`config.mk`:
```
export PLATFORM = sky130hd
export DESIGN_NAME = max_pool_stream
export DESIGN_NICKNAME = d
export VERILOG_FILES = /design/src/rtl/cnn_pkg.sv /design/src/rtl/pool_line_buffer.sv /design/src/rtl/max_pool_stream.sv
export SDC_FILE = /design/constraint.sdc
export NUM_CORES = 2
export LEC_CHECK = 0
export ABC_AREA = 1
export BUFFER_PORTS_ARGS = -buffer_cell sky130_fd_sc_hd__buf_2
export CELL_PAD_IN_SITES_DETAIL_PLACEMENT = 0
export CELL_PAD_IN_SITES_GLOBAL_PLACEMENT = 2
export CORE_MARGIN = 3
export CORE_UTILIZATION = 39
export DETAILED_ROUTE_END_ITERATION = 6
export GPL_ROUTABILITY_DRIVEN = 0
export PLACE_DENSITY_LB_ADDON = 0.1
export SLEW_MARGIN = 20
export SYNTH_ARGS = -nofsm -noshare
export SYNTH_HDL_FRONTEND = slang
export SYNTH_SLANG_ARGS = --single-unit
```
`constraint.sdc`:
```
create_clock -name clk -period 10.45 [get_ports clk]
set_input_delay 1.5675 -clock clk [delete_from_list [all_inputs] [get_ports clk]]
set_output_delay 1.5675 -clock clk [all_outputs]
set_load 0.005 [all_outputs]
```
`src/rtl/cnn_pkg.sv`:
```
// cnn_pkg: shared defaults, pixel type, pooling FSM states and a width helper
package cnn_pkg;
  localparam int WORD_SIZE_DEF = 8;
  localparam int ROW_SIZE_DEF = 540;
  localparam int IMAGE_HEIGHT_DEF = 360;
  typedef logic [WORD_SIZE_DEF-1:0] pixel_t;
  typedef enum logic {S_EVEN_ROW, S_ODD_ROW} pool_state_t;
  function automatic int clog2_min1(input int v);
    return v < 2 ? 1 : $clog2(v);
  endfunction
endpackage

```
`src/rtl/pool_line_buffer.sv`:
```
// pool_line_buffer: DEPTH x WORD_SIZE memory, one write port, one registered read port (clk, rst, wr_en/wr_addr/wr_data, rd_en/rd_addr -> rd_data)
module pool_line_buffer #(
  parameter int WORD_SIZE = 8,
  parameter int DEPTH = 270,
  parameter int AW = 9
) (
  input  logic                 clk,
  input  logic                 rst,
  input  logic                 wr_en,
  input  logic [AW-1:0]        wr_addr,
  input  logic [WORD_SIZE-1:0] wr_data,
  input  logic                 rd_en,
  input  logic [AW-1:0]        rd_addr,
  output logic [WORD_SIZE-1:0] rd_data
);
  logic [WORD_SIZE-1:0] mem [DEPTH];
  logic [WORD_SIZE-1:0] rd_data_q, rd_data_d;
  always_ff @(posedge clk) if (wr_en) mem[wr_addr] <= wr_data;
  // read data only moves on a read so it survives input gaps
  always_comb rd_data_d = rd_en ? mem[rd_addr] : rd_data_q;
  always_ff @(posedge clk or posedge rst)
    if (rst) rd_data_q <= '0;
    else rd_data_q <= rd_data_d;
  assign rd_data = rd_data_q;
endmodule

```
`src/rtl/max_pool_stream.sv`:
```
// max_pool_stream: 2x2 stride-2 max pooling over a raster pixel stream (clk, rst async high, inValid/inputPixel in, outValid/outputPixel out; frameDone when MAX_POOL_FRAME_DONE_EN)
module max_pool_stream
  import cnn_pkg::*;
#(
  parameter int WORD_SIZE = WORD_SIZE_DEF,
  parameter int ROW_SIZE = ROW_SIZE_DEF,
  parameter int IMAGE_HEIGHT = IMAGE_HEIGHT_DEF
) (
  input  logic                 clk,
  input  logic                 rst,
  input  logic                 inValid,
  input  logic [WORD_SIZE-1:0] inputPixel,
  output logic                 outValid,
  output logic [WORD_SIZE-1:0] outputPixel
`ifdef MAX_POOL_FRAME_DONE_EN
  ,
  output logic                 frameDone
`endif
);
  localparam int CW = clog2_min1(ROW_SIZE);
  localparam int RW = clog2_min1(IMAGE_HEIGHT);
  localparam int DEPTH = ROW_SIZE / 2;
  localparam int AW = clog2_min1(DEPTH);
  if (ROW_SIZE < 2 || ROW_SIZE % 2 != 0 || IMAGE_HEIGHT < 2 || IMAGE_HEIGHT % 2 != 0) begin : g_bad_size
    $error("max_pool_stream: ROW_SIZE and IMAGE_HEIGHT must be even and at least 2");
  end
  function automatic logic [WORD_SIZE-1:0] pmax(input logic [WORD_SIZE-1:0] a, input logic [WORD_SIZE-1:0] b);
    return a > b ? a : b;
  endfunction
  pool_state_t state_q, state_d;
  logic [CW-1:0] col_q, col_d;
  logic [RW-1:0] row_q, row_d;
  logic [WORD_SIZE-1:0] held_q, held_d, out_pixel_q, out_pixel_d, rd_data;
  logic out_valid_q, out_valid_d;
  logic last_col, last_row, wr_en, rd_en, fire;
  logic [AW-1:0] addr;
  always_comb begin
    last_col = col_q == CW'(ROW_SIZE - 1);
    last_row = row_q == RW'(IMAGE_HEIGHT - 1);
    addr = AW'(col_q >> 1);
    col_d = inValid ? (last_col ? '0 : col_q + CW'(1)) : col_q;
    row_d = inValid && last_col ? (last_row ? '0 : row_q + RW'(1)) : row_q;
    state_d = inValid && last_col ? (state_q == S_EVEN_ROW ? S_ODD_ROW : S_EVEN_ROW) : state_q;
    held_d = inValid && !col_q[0] ? inputPixel : held_q;
    wr_en = inValid && state_q == S_EVEN_ROW && col_q[0];
    rd_en = inValid && state_q == S_ODD_ROW && !col_q[0];
    fire = inValid && state_q == S_ODD_ROW && col_q[0];
    out_valid_d = fire;
    out_pixel_d = fire ? pmax(pmax(held_q, inputPixel), rd_data) : out_pixel_q;
  end
  pool_line_buffer #(.WORD_SIZE(WORD_SIZE), .DEPTH(DEPTH), .AW(AW)) u_lb (
    .clk(clk),
    .rst(rst),
    .wr_en(wr_en),
    .wr_addr(addr),
    .wr_data(pmax(held_q, inputPixel)),
    .rd_en(rd_en),
    .rd_addr(addr),
    .rd_data(rd_data)
  );
  always_ff @(posedge clk or posedge rst)
    if (rst) begin
      state_q <= S_EVEN_ROW;
      col_q <= '0;
      row_q <= '0;
      held_q <= '0;
      out_valid_q <= 1'b0;
      out_pixel_q <= '0;
    end else begin
      state_q <= state_d;
      col_q <= col_d;
      row_q <= row_d;
      held_q <= held_d;
      out_valid_q <= out_valid_d;
      out_pixel_q <= out_pixel_d;
    end
  assign outValid = out_valid_q;
  assign outputPixel = out_pixel_q;
`ifdef MAX_POOL_FRAME_DONE_EN
  logic frame_done_q, frame_done_d;
  always_comb frame_done_d = fire && last_col && last_row;
  always_ff @(posedge clk or posedge rst)
    if (rst) frame_done_q <= 1'b0;
    else frame_done_q <= frame_done_d;
  assign frameDone = frame_done_q;
`endif
endmodule

```
### After elaboration in Yosys (flattened, before gate mapping)

Memories as Yosys holds them, arrays and structs flattened. A register that Yosys moved wholly into a read port is not among the register bits.
Index checks and enable logic that the tools add are counted.

| storage, ports and cells | value |
|---|---|
| memories | 1 |
| bits in writable memories | 2160 |
| input port bits | 11 |
| output and inout port bits | 9 |
| register bits | 28 |

Memory list:

| memory | words | width | read ports | clocked after memory_dff | wr ports | line | text |
|---|---|---|---|---|---|---|---|
| u_lb.mem | 270 | 8 | 1 | 1 | 1 | pool_line_buffer.sv:16 | `logic [WORD_SIZE-1:0] mem [DEPTH];` |

| operators by class | value |
|---|---|
| multiplexer cells | 6 |
| $add $sub $neg | 1 |
| bitwise logic cells | 1 |
| $lt $le $gt $ge | 2 |
| reduce and logical (&&, ||, !) cells | 8 |
| equality and inequality tests | 1 |

Operators with widths:

| cell | count |
|---|---|
| $gt 8x8->1 | 2 |
| $mux 8 | 2 |
| $add 10x1->10 const B | 1 |
| $eq 10x10->1 const B | 1 |
| $mux 10 | 1 |
| $logic_and 1x1->1 | 7 |
| $mux 1 | 3 |
| $logic_not 1->1 | 1 |
| $not 1->1 | 1 |

### Logic depth before layout (Yosys ltp)

| logic depth | value |
|---|---|
| depth in word-level cells | 5 |
| gate-level depth with buffers | 22 |
| mapped depth without buffers | 21 |

### Cells and area by module

A second synthesis with hierarchy kept.

| second synthesis, totals | value |
|---|---|
| cells, all modules | 7589 |
| area total of the unflattened synthesis | 89703.5 um^2 |

Modules (own cells, without submodules):

| module | times used | cells each | seq. area each (um^2) | area an instance (um^2) |
|---|---|---|---|---|
| pool_line_buffer | 1 | 7345 | 65062.4 | 87823.0 |
| max_pool_stream | 1 | 244 | 700.7 | 1880.6 |

### Least setup slack after synthesis

OpenSTA, ideal clock, no wires.

| timing | value |
|---|---|
| kind | in2reg |
| start point | in inputPixel[6] |
| end point | reg out_pixel_q[5], in the netlist outputPixel[5] |
| path slack | -1980 ps |
| data arrival time | 12336 ps |
| stages on the path | 18 |
| cells stage by stage | inv_1 ha_1 inv_1 nor3_1 nand3_1 o21ai_1 buf_2 nor2_1 a21oi_1 ha_1 nand4_1 inv_1 a32oi_1 inv_1 clkbuf_1 a21oi_1 o21ai_0 nand2_1 |

| between the ends | value |
|---|---|
| word-level cells in the longest chain between the ends | 4 |

RTL lines:

| item | line | text |
|---|---|---|
| start, declared | max_pool_stream.sv:12 | `input logic [WORD_SIZE-1:0] inputPixel,` |
| $gt 8x8->1 | - |  |
| $mux 8 | - |  |
| named net u_lb.wr_data[7] | pool_line_buffer.sv:11 | `input logic [WORD_SIZE-1:0] wr_data,` |
| $gt 8x8->1 | max_pool_stream.sv:28 | `return a > b ? a : b;` |
| $mux 8 | max_pool_stream.sv:28 |  |
| end signal, assigned | max_pool_stream.sv:75 | `out_pixel_q <= out_pixel_d;` |
| end, declared | max_pool_stream.sv:33 | `logic [WORD_SIZE-1:0] held_q, held_d, out_pixel_q, out_pixel_d, rd_data;` |

The timed path passes the listed nets, and every way through them passes these cells.
A chain may end at the register's enable or synchronous reset.

==> out/metrics.sh <==
FINALCRITPERIODSHARE_PCT=53.87
WORSTPATHCELLLIST='buf_12, nand2_1, inv_8, buf_4, buf_12, nand2_1, nand4_1, nand2_1, nand2_1, o21ai_1, a21oi_1, nor2_1, nand2_1, nor2_1, nor2_1'
SYNTH-MAIN-FF-CELL='sky130_fd_sc_hd__edfxtp_1'
WORSTSKEWPAIRLATENCY_NS=0.87
TRITONCTS='yes'
CTS_POST_SETUP_BUFFERS_INSERTED=0
POSTSYNTH.ASYNCRESETSHARE_PCT=1.639
FINALHOLDVIOLCOUNT=0
REQUIRED_NS=11.25
SEQ_CELLS_POST_SYNTH=2196
DETAIL_ROUTE.ITER0.VIOLATIONS=4648
SETUP_TNS_NS=0
PATH_MAX_FANOUT=124
POWER-PER-CELL-AREA_mW_PER_MM2=269.4
FIN_WORST_HOLD_SLACK_NS=0.4897
HOLD_CLASS='register to register'
TIMING.CRITICAL_PATH.SLOWEST_CELL_DELAY_NS=0.97
START_UTIL_PCT=39.36
YOSYS-TOP-CELLS-COUNT='3918 x sky130_fd_sc_hd__nand2_1, 2160 x sky130_fd_sc_hd__edfxtp_1, 657 x sky130_fd_sc_hd__nor2_1, 242 x sky130_fd_sc_hd__buf_2, 171 x sky130_fd_sc_hd__nand4_1'
SYNTH_AREA_PER_CELL_UM2=11.26
DRC=3
SEQUENTIAL_AREA_SHARE_AFTER_SYNTHESIS_PCT=74.01
CTS.REPAIR.RESIZED=0
SYNTH_WARNINGS=0
CTS_HOLD_BUFFERS=0
POST-SYNTH-TOP-COUNT-CELL='sky130_fd_sc_hd__nand2_1'
WORST_PATH_MOST_REPEATED_CELL='sky130_fd_sc_hd__nand2_1'
FINALNETCOUNT=7889
ROUTED.TOP_LAYER='met4'
SYNTH_AREA_LEADER_CELL='sky130_fd_sc_hd__edfxtp_1'
DETAILED_PLACEMENT_WIRELENGTH_ESTIMATE_UM=154500
CRITICALPATHCATEGORY='register to register'
DIE_AREA_MM2=0.2336
IR_WORST_VDD_mV=0.3154
FILL_CELLS=21030
CRITICAL_PATH_END_TYPE='register'
FP-ROW-COUNT=174
IO_BUFFER_COUNT=19
MAXCAPVIOLATIONS=0
CLOCK.FMAX_GHz=0.1776
DRIVE_ABOVE_1_SHARE_PCT=6.312
CTS_MADE_BUFFERS=235
CTS_SINKS=2196
MET2WIRELENGTH_UM=131700
CTS_BUFFER_DEPTH=3
PERIOD_MINUS_SLACK_NS=5.630
COUNT_OF_TRITONROUTE_ITERATIONS_IN_THE_FIRST_ROUTING_PASS=7
VIAS=56980
GRT-OVFL-TOTAL=0
AREA_DELTA_SYNTH_FINAL_PCT=11.93
FINAL-SETUP-VIOL-COUNT=0
WORST_EP_ARRIVAL_TIME_NS=6.43
DRT-WIRELENGTH-PER-CELL_UM=25.43
GRT_USE_TOTAL_PCT=23.67
CRITICAL_PATH.STARTPOINT_TYPE='register'
GRT_PASS1_WL_UM=404100
CLK_TRANSITION_REPORTED_PATHS_NS=0.06
OUTCOME='finished with violations'
TIGHTEST_SLEW_NS=1.153
CRITPATHTOPFAMILY='buffers and inverters'
MET3WIRELENGTH_UM=14170
SYNTHCELLS=7893
GRT_SETUP_UNREPAIRED='false'
GRT_PASS1_VIAS=54700
ROUTED_WL_UM=281100
DIE_Y_UM=483.3
ROUTE.LAYER.MET1.WL_UM=129100
FINALCLOCKSKEW_NS=0.02349
ROOT_BUFFER='sky130_fd_sc_hd__clkbuf_16'
CRITICAL_PATH.SLOWEST_CELL='sky130_fd_sc_hd__dfrtp_4'
FINAL_MAX_SLEW_VIOL_COUNT=0
SYNTHTOPCELLSBYAREA='sky130_fd_sc_hd__edfxtp_1 73%, sky130_fd_sc_hd__nand2_1 17%, sky130_fd_sc_hd__nor2_1 2.8%'
DRT-VIAS-PER-INSTANCE=5.154
MAXIMUM_NUMBER_OF_PINS_ON_ONE_NET_BEFORE_GLOBAL_ROUTE_REPAIR=172
INITIAL_ANTENNA_VIOLATION_COUNT=9
RELSLEWSLACK_PCT=22.84
DIE_W_UM=483.3
CTS_MAX_LEVEL=4
SYNTH.CELL_AREA_MM2=0.08885
SYNTH_ENABLE_FLOP_CELLS=2160
WORSTPATHBUFFERINVERTERCOUNT=4
DETAIL-ROUTE-ANTENNA-NETS=0
LEAKAGE_nW=36.49
FP.COREAREA_MM2=0.2258
POST-SYNTH-TOP-AREA-FRACTION_PCT=73.00
TOP_LEVEL_PORTS=20
SYNTHDISTINCTLIBCELLS=29
SYNTH.NET_COUNT=7921
FAILED_CHECKS='design-rule violations'
[per-stage QoR]
step                      setup slack [ns]  area, µm²  utilization, %  total power (W)  instances
after floorplan                      1.631      88880               -          0.01572       7893
after global routing                 4.505      99460           44.05          0.02811      11060
final                                4.820      99460           44.05          0.02679      11060
after CTS                            4.708      99440           44.05          0.02709      11060
after detailed placement             4.142      92090           40.79          0.01906      10620
after global placement               4.200      92070           40.78          0.01904      10620
[logic make-up after synthesis]
| group | after synthesis | synth area share, % |
|---|---|---|
| DFF | 2196 | 74.01 |
| buffers and inverters | 460 | 2.387 |
| AOI/OAI and AO/OA | 309 | 1.841 |
| xor gates and xnor gates | 4 | 0.03943 |
| and+or+nand+nor | 4907 | 21.48 |
| adders and majority gates | 17 | 0.2394 |
[final cells by class]
type / instances / area (µm²) / area share, %
Antenna cell: 1 / 2.502 / 0.002516
Tap cell: 2992 / 3744 / 3.764
Sequential cell: 2196 / 65770 / 66.13
Clock buffer: 280 / 6135 / 6.168
Timing Repair Buffer: 134 / 1146 / 1.152
Clock inverter: 160 / 1217 / 1.224
Multi-Input combinational cell: 5237 / 21190 / 21.31
Inverter: 57 / 249.0 / 0.2504
[final timing paths]
kind,start,to,slack [ns],cells after the start
min in group asynchronous,rst,held_q[5],0.83,3
setup / recovery,col_q[2],u_lb.rd_data[4],4.82,15
setup reg to reg,col_q[2],u_lb.rd_data[4],4.82,15
hold / removal,outputPixel[5],outputPixel[5],0.49,2
hold reg to reg,outputPixel[5],outputPixel[5],0.49,2
max in group asynchronous,rst,col_q[1],9.01,3
[report_power, final]
part	switching [W]	leakage (nW)	internal, W	total (W)
registers	0.000121	19.8	0.0106	0.0107
clock network	0.00349	3.61	0.00453	0.00803
logic	0.00633	13.1	0.00170	0.00802
[flip-flops by register name (all words and copies together) (netlist names)]
register      flops
outputPixel       8
state_q           1
u_lb.mem       2160
held_q            8
u_lb.rd_data      8
col_q            10
outValid          1
[routing by layer]
layer | GRT usage (%) | vias up
met4 | 5.542 | 0
met1 | 33.93 | 28640
li1 | - | 26550
met2 | 38.37 | 1443
met3 | 3.184 | 347
met5 | 0 | -
[cell usage in the layout, fill, tap and decap left out, types with 41 or more instances in the layout]
cell type / count
sky130_fd_sc_hd__nand2_1: 3914
sky130_fd_sc_hd__edfxtp_1: 2160
sky130_fd_sc_hd__nor2_1: 642
sky130_fd_sc_hd__clkbuf_16: 239
sky130_fd_sc_hd__nand4_1: 171
sky130_fd_sc_hd__nand3_1: 139
sky130_fd_sc_hd__a21oi_1: 120
sky130_fd_sc_hd__buf_4: 100
sky130_fd_sc_hd__clkinv_1: 85
sky130_fd_sc_hd__o21ai_0: 82
sky130_fd_sc_hd__o21ai_1: 64
sky130_fd_sc_hd__clkinv_2: 45
sky130_fd_sc_hd__inv_1: 44
sky130_fd_sc_hd__clkbuf_1: 41
[worst reg2reg max path, delay by kind of cell, from the launching register on]
kind                   cells  cell delay, ns
and+or+nand+nor            9            1.27
buffers and inverters      4            2.84
DFF                        1            0.97
AOI/OAI and AO/OA          2            0.48
(Power assumes the default switching activity.)
